$ cat src/rtl/seq_encoder83.sv
// seq_encoder83: captures an 8-bit request vector and emits the index of
// each set bit, one per output handshake, in a fixed priority order.

// One scan lane: claims its bit when it is set and no higher-priority
// bit is pending. HIGHER is the elaboration-time mask of bits that win over it.
module seq_encoder83_lane #(
    parameter logic [7:0] HIGHER = 8'h00
) (
    input  logic       req,
    input  logic [7:0] pend,
    output logic       sel
);
    assign sel = req & ~(|(pend & HIGHER));
endmodule

module seq_encoder83 #(
    parameter bit LSB_FIRST = 1'b1
) (
    input  logic       clk,
    input  logic       rst_n,
    input  logic       en,
    input  logic       in_valid,
    input  logic [7:0] in_vec,
    output logic       in_ready,
    output logic       out_valid,
    input  logic       out_ready,
    output logic [2:0] out_code,
    output logic       out_last,
    output logic       err_zero
);
    typedef enum logic {IDLE = 1'b0, EMIT = 1'b1} state_t;

    typedef struct packed {
        logic       valid;
        logic [2:0] code;
        logic       last;
    } rsp_t;

    state_t     state_q, state_d;
    logic [7:0] pend_q, pend_d;
    logic       err_q, err_d;
    logic       live_q;     // low until the first edge after reset release
    logic [7:0] sel;        // one-hot: the bit that goes out next
    logic       single;     // exactly one bit left in pend
    logic [2:0] code_enc;
    rsp_t       rsp;

    // One lane per bit; priority masks fixed at elaboration.
    for (genvar i = 0; i < 8; i++) begin : g_lane
        localparam logic [7:0] HIGHER = LSB_FIRST ? 8'((8'd1 << i) - 8'd1)
                                                  : 8'(~((9'd2 << i) - 9'd1));
        seq_encoder83_lane #(.HIGHER(HIGHER)) u_lane (
            .req  (pend_q[i]),
            .pend (pend_q),
            .sel  (sel[i])
        );
    end

    // Binary-encode the one-hot selection.
    always_comb begin
        code_enc = 3'd0;
        for (int i = 0; i < 8; i++) begin
            if (sel[i]) code_enc = code_enc | 3'(i);
        end
    end

    assign single = (pend_q != 8'd0) && ((pend_q & (pend_q - 8'd1)) == 8'd0);

    // Outputs depend only on registered state; IDLE presents zeros.
    always_comb begin
        rsp       = '0;
        rsp.valid = (state_q == EMIT);
        if (state_q == EMIT) begin
            rsp.code = code_enc;
            rsp.last = single;
        end
    end

    assign out_valid = rsp.valid;
    assign out_code  = rsp.code;
    assign out_last  = rsp.last;
    assign in_ready  = live_q & (state_q == IDLE) & en;
    assign err_zero  = err_q;

    // Next-state: capture in IDLE, clear one bit per transfer in EMIT.
    always_comb begin
        state_d = state_q;
        pend_d  = pend_q;
        err_d   = 1'b0;
        case (state_q)
            IDLE: begin
                if (in_valid && in_ready) begin
                    if (in_vec != 8'd0) begin
                        pend_d  = in_vec;
                        state_d = EMIT;
                    end else begin
                        err_d = 1'b1;
                    end
                end
            end
            EMIT: begin
                if (out_ready) begin
                    pend_d = pend_q & ~sel;
                    if (single) state_d = IDLE;
                end
            end
            default: state_d = IDLE;
        endcase
    end

    // State registers; reset drops everything, including any pending bits.
    always_ff @(posedge clk or negedge rst_n) begin
        if (!rst_n) begin
            state_q <= IDLE;
            pend_q  <= 8'd0;
            err_q   <= 1'b0;
            live_q  <= 1'b0;
        end else begin
            state_q <= state_d;
            pend_q  <= pend_d;
            err_q   <= err_d;
            live_q  <= 1'b1;
        end
    end
endmodule

$ cat config.mk
export PLATFORM = sky130hd
export DESIGN_NAME = seq_encoder83
export DESIGN_NICKNAME = d
export VERILOG_FILES = /design/src/rtl/seq_encoder83.sv
export SDC_FILE = /design/constraint.sdc
export NUM_CORES = 1
export LEC_CHECK = 0
export BUFFER_PORTS_ARGS = -buffer_cell sky130_fd_sc_hd__buf_2
export CAP_MARGIN = 0
export CORE_MARGIN = 4
export CORE_UTILIZATION = 40
export CTS_BUF_LIST = sky130_fd_sc_hd__clkbuf_8
export CTS_CLUSTER_DIAMETER = 60
export DETAILED_ROUTE_END_ITERATION = 10
export GPL_ROUTABILITY_DRIVEN = 0
export HOLD_SLACK_MARGIN = 0.03
export PLACE_DENSITY = 0.76
export SLEW_MARGIN = 20
export SYNTH_ARGS = -nofsm -noshare
export SYNTH_HDL_FRONTEND = slang
export SYNTH_HIERARCHICAL = 1
export SYNTH_SLANG_ARGS = --single-unit
$ cat constraint.sdc
create_clock -name clk -period 1.7 [get_ports clk]
set_input_delay 0.34 -clock clk [delete_from_list [all_inputs] [get_ports clk]]
set_output_delay 0.34 -clock clk [all_outputs]
set_load 0.005 [all_outputs]
Word level (Yosys, flattened, before mapping):

Index checks and enable logic that the tools add are counted.

* word-level logic and storage cells: 60
* bits of input ports: 13
* register bits: 11
* output and inout bits: 7

* bitwise logic cells: 20
* reductions and logical operators: 12
* multiplexer cells: 20
* add/sub/neg operators: 1
* equal/unequal tests: 3

Operator list (number)
* two-way mux 8 bit: 3
* AND 8 bit: 2
* one-hot mux 8 bit (2 select lines): 1
* nonzero test 8 bit: 2
* two-way mux 3 bit: 4
* AND 1 bit: 9
* logical NOT 8 bit: 1
* two-way mux 1 bit: 8
* NOT 1 bit: 8
* NOT 8 bit: 1
* subtractor 8 x 1 -> 8 bit, second input constant: 1
* OR reduction 7 bit: 1
* OR reduction 6 bit: 1
* OR reduction 5 bit: 1
* two-way mux 2 bit: 2
* two-way mux 4 bit: 1
* != test 2 x 1 -> 1 bit, second input constant: 2
* OR reduction 4 bit: 1
* AND reduction 3 bit: 1
* OR reduction 3 bit: 1
* logical AND 1 bit: 2
* != test 2 bit, second input constant: 1
* one-hot mux 1 bit (2 select lines): 1
* OR reduction 2 bit: 1

Logic depth before layout (Yosys ltp):

* word-level depth: 10
* gate-level depth with buffers: 6
* mapped depth without buffers: 6

Hierarchy:

The synthesis kept the hierarchy.

Modules (own cells, without submodules)
* seq_encoder83: cells each 74, seq. area each 275.3 um^2, area an instance 683.2 um^2, instances 1
* seq_encoder83_lane at g_lane[6].u_lane: cells each 2, seq. area each 0.0 um^2, area an instance 22.5 um^2, instances 1
* seq_encoder83_lane at g_lane[5].u_lane: cells each 2, seq. area each 0.0 um^2, area an instance 20.0 um^2, instances 1
* seq_encoder83_lane at g_lane[7].u_lane: cells each 3, seq. area each 0.0 um^2, area an instance 20.0 um^2, instances 1
* seq_encoder83_lane at g_lane[4].u_lane: cells each 2, seq. area each 0.0 um^2, area an instance 18.8 um^2, instances 1
* seq_encoder83_lane at g_lane[3].u_lane: cells each 1, seq. area each 0.0 um^2, area an instance 15.0 um^2, instances 1
* seq_encoder83_lane at g_lane[1].u_lane: cells each 1, seq. area each 0.0 um^2, area an instance 13.8 um^2, instances 1
* seq_encoder83_lane at g_lane[2].u_lane: cells each 1, seq. area each 0.0 um^2, area an instance 12.5 um^2, instances 1
* seq_encoder83_lane at g_lane[0].u_lane: cells each 1, seq. area each 0.0 um^2, area an instance 7.5 um^2, instances 1

Worst setup path before layout:

OpenSTA, ideal clock, no wires.

* kind: register to output
* from: register pend_q[4]
* to: output port out_code[2]
* path buffers: 0
* stages on the path, launching flop included: 4
* required time: 1360 ps
* arrival: 1358 ps
* slack: 2 ps
* path through: dfrtp_1 or4b_1 nor4_2 o41a_1

* elaborated cells on any way between the ends: 15
* those cells by class: mux (5); bitwise (7); reduce/logical (3)

RTL lines
* start: declaration: line 40 `logic [7:0] pend_q, pend_d;`
* start signal: assignment: line 120 `pend_q <= pend_d;`
* OR reduction 6 bit: line 13 `assign sel = req & ~(|(pend & HIGHER));`
* NOT 1 bit: line 13
* AND 1 bit: line 13
* via sel[6]: line 43 `logic [7:0] sel;`
* two-way mux 3 bit (2 in series): line 63 `if (sel[i]) code_enc = code_enc | 3'(i);`
* two-way mux 4 bit: line 73 `if (state_q == EMIT) begin`
* end: declaration: line 27 `output logic [2:0] out_code,`

The timed path passes the listed nets, and every way through them passes these cells.

Worst setup path in the final report:

* from: register pend_q[3]
* to: output port out_code[2]

Same word-level chain as after synthesis.

==> key figures <==
GRT
  – Initial antenna violation count: 0
  – Largest net degree at the start of global routing: 24
  – GRT overflow: 0
  – Total global-route track usage: 18.0%
  – Met1 Usage GRT: 20.5%
  – First-pass GRT wire length: 3.64 mm
  – Vias in the first global route: 858
  – GR met3 Demand/Resource: 5.63%
  – Met2 usage: 32.2%
  – GR peak layer: met2

Worst setup path
  – Critical Path AT: 1720 ps
  – Stages on the worst setup path: 4
  – CP Buf/Inv Count: 1
  – Worst Setup Start Kind: flip-flop
  – Maximum fanout along the worst path: 4
  – Cell Chain, Critical Path: or4b_4 > nor4_4 > o41a_1 > buf_2
  – CP delay by family, top: simple AND/OR/NAND/NOR gates
  – R2R cell count: 7
  – Slowest Stage Delay on Critical Path: 550 ps
  – Crit end category: primary output
  – CP startpoint: pend_q[3]
  – Reg-to-reg startpoint: pend_q[3]
  – Crit path to: out_code[2]
  – Worst reg2reg setup slack: -130 ps
  – Critical Path RT: 1360 ps
  – Crit Path Class: reg -> out
  – Slowest CP cell: or4b_4
  – R2r endpoint: pend_q[6]

Die
  – Core box area: 1940 um^2
  – Starting Density: 41.9%
  – Die height: 53.1 um
  – # rows: 16
  – Ports: 20
  – Die width: 53.1 um
  – Die footprint: 2820 um^2

Hold path
  – HP Class: in -> reg

Layout
  – Design area: 1180 um^2
  – Final layout net count: 142
  – Layout cells sized above 1: 48.4%
  – Filler instances: 164
  – N_diodes: 0
  – Synthesis-to-finish area growth: 45.7%
  – Final cell count without fillers: 155

Detailed routing
  – Via density: 5.49
  – Pre-antenna DRT Iters: 4
  – DRC viols: 0
  – Via count: 851
  – WL final: 2.24 mm
  – WL/cell: 14.5 um
  – ANT nets after route: 0
  – DRT iter0 DRCs: 17

Logic synthesis
  – Seq cells post-synth: 11
  – Post-synthesis adder-cell area fraction: 0%
  – Top-count cell post-synth: nand2_1
  – Synth top area cells: dfrtp_1, a22o_1, nand2_1
  – Area fraction of the dominant cell type after synthesis: 33.8%
  – Post-synth EDFFs: 0
  – Synth Area in Compound Gates: 23.1%
  – Main synth FF type: dfrtp_1
  – Register area share after synthesis: 33.8%
  – Cells after Synth: 87
  – Mapped Area: 813 um^2
  – Post-synthesis xor/xnor area fraction: 1.08%
  – Commonest cells in the synthesized netlist: nand2_1, dfrtp_1, a22o_1, o21ai_1, nor2_1
  – Main combinational cell family by area after synthesis: simple AND/OR/NAND/NOR gates
  – Cell taking the most area after synthesis: dfrtp_1
  – Mux share of post-synthesis cell area: 0%
  – Syn avg cell area: 9.35 um^2
  – Ys async rst share: 100%
  – YS warnings: 6
  – Synth Area in Simple Gates: 37.4%
  – Post-synthesis cell type count: 31
  – Synth Net Count: 100

STA
  – Worst Skew: 2.12 ps
  – Final hold vios: 0
  – Final setup margin: -356 ps
  – Min cycle time layout: 2060 ps
  – Setup TNS: -1450 ps
  – Hold WS: 358 ps
  – Final Max Tran Viols: 0
  – Final worst-path cycle share: 121%
  – Setup-failing EPs final: 6
  – RSZ-0062 raised after global routing: true
  – Fmax achieved: 0.486 GHz

Power
  – Net load switching power: 0.000813 W
  – Power share of the combinational group: 66.0%
  – Clk pwr share: 12.4%
  – Int Pwr: 0.00129 W
  – PD cells: 1770 nW/um^2
  – Sequential Power Share: 21.5%
  – Peak VDD IR: 0.836 mV
  – Switching Share: 38.7%
  – Leakage power: 0.548 nW

Clock network
  – Register clock-pin slew on the reported worst setup and hold paths: 50 ps
  – Worst-case clock buffer depth: 2
  – CTS buffer count: 3
  – CTS tree: done
  – CTS H-tree lvls: 1
  – Clk sinks: 11
  – Clock latency on the worst-skew pair: 240 ps
  – CTS root buffer: clkbuf_8

Placement
  – DP Area: 1030 um^2
  – I/O Buffers: 19
  – Cell total after placement: 144
  – Dpl hpwl: 1.63 mm
  – DP Worst Slack: -170 ps

Run status
  – Status: finished, violations left
  – Failing checks: negative setup slack

Flow run
  – # Max-Cap Violations: 0
[area by class of cell]
type	instances	area [um^2]	share of cell area [%]
Sequential cell	11	277	23.3
Clock inverter	1	3.75	0.317
Clock buffer	3	41.3	3.48
Inverter	1	3.75	0.317
Multi-Input combinational cell	70	552	46.6
Timing Repair Buffer	42	274	23.1
Tap cell	27	33.8	2.85
[layer usage]
layer | wire length (um) | part of all wire, % | vias up
li1 | - | - | 412
met1 | 941 | 42 | 408
met2 | 1140 | 51 | 27
met3 | 124 | 5.5 | 4
met4 | 31 | 1.4 | 0
met5 | 0 | 0 | -
[worst min-delay path by stage]
stage           endpoint  startpoint  cells after the start  slack (ps)
2_1_floorplan   err_zero       rst_n                      0          40
3_3_place_gp      live_q       rst_n                      1         210
3_5_place_dp    err_zero       rst_n                      1         220
4_1_cts         err_zero   in_vec[7]                      4         350
5_1_grt        pend_q[0]   in_vec[0]                      2         360
6_report       pend_q[5]   in_vec[5]                      2         360
[kinds of logic (layout without fill, tap and decap cells)]
| group | Yosys count | after routing |
|---|---|---|
| buffers and inverters | 6 | 47 |
| flip-flops | 11 | 11 |
| AO/OA/AOI/OAI | 25 | 25 |
| XOR/XNOR | 1 | 1 |
| AND/OR/NAND/NOR | 43 | 43 |
| other | 1 | 1 |
[stage by stage]
| step | util (%) | power [W] |
|---|---|---|
| floorplan | - | 0.00108 |
| global placement | 53.2 | 0.00152 |
| detailed placement | 53.2 | 0.00156 |
| CTS | 60.0 | 0.00215 |
| global route | 61.0 | 0.00228 |
| finish | 61.0 | 0.00210 |
[power groups by stage]
| stage | Sequential, W | Clock [W] | Combinational, W |
|---|---|---|---|
| floorplan | 0.000484 | 0 | 0.000597 |
| finish | 0.000452 | 0.000261 | 0.00139 |
| detailed placement | 0.000435 | 0 | 0.00113 |
| CTS | 0.000445 | 0.000268 | 0.00144 |
| global placement | 0.000432 | 0 | 0.00109 |
| global route | 0.000462 | 0.000282 | 0.00153 |
[cell usage in the layout (no fill, tap or decap), types with 2 or more instances in the layout]
cell type	n
a22o_1	8
buf_2	19
buf_4	21
clkbuf_8	3
dfrtp_1	10
inv_1	2
nand2_1	16
nand2_2	2
nand4b_1	2
nor2_1	5
nor3_4	3
nor4_2	3
o21ai_0	2
o21ai_1	7
o41a_1	3
[registers in the layout (all words and copies together) (netlist names)]
signal	cells
live_q	1
err_zero	1
pend_q	8
out_valid	1
[timing repair]
action	in CTS	in global routing
setup buffers	6	3
endpoints found under the hold margin	11	0
gates resized for setup	6	5
hold buffers	1	0
endpoints found under the setup margin	5	9
cloned	0	0
pin swaps	3	4
Note: power is estimated with default switching activity, not from simulation.
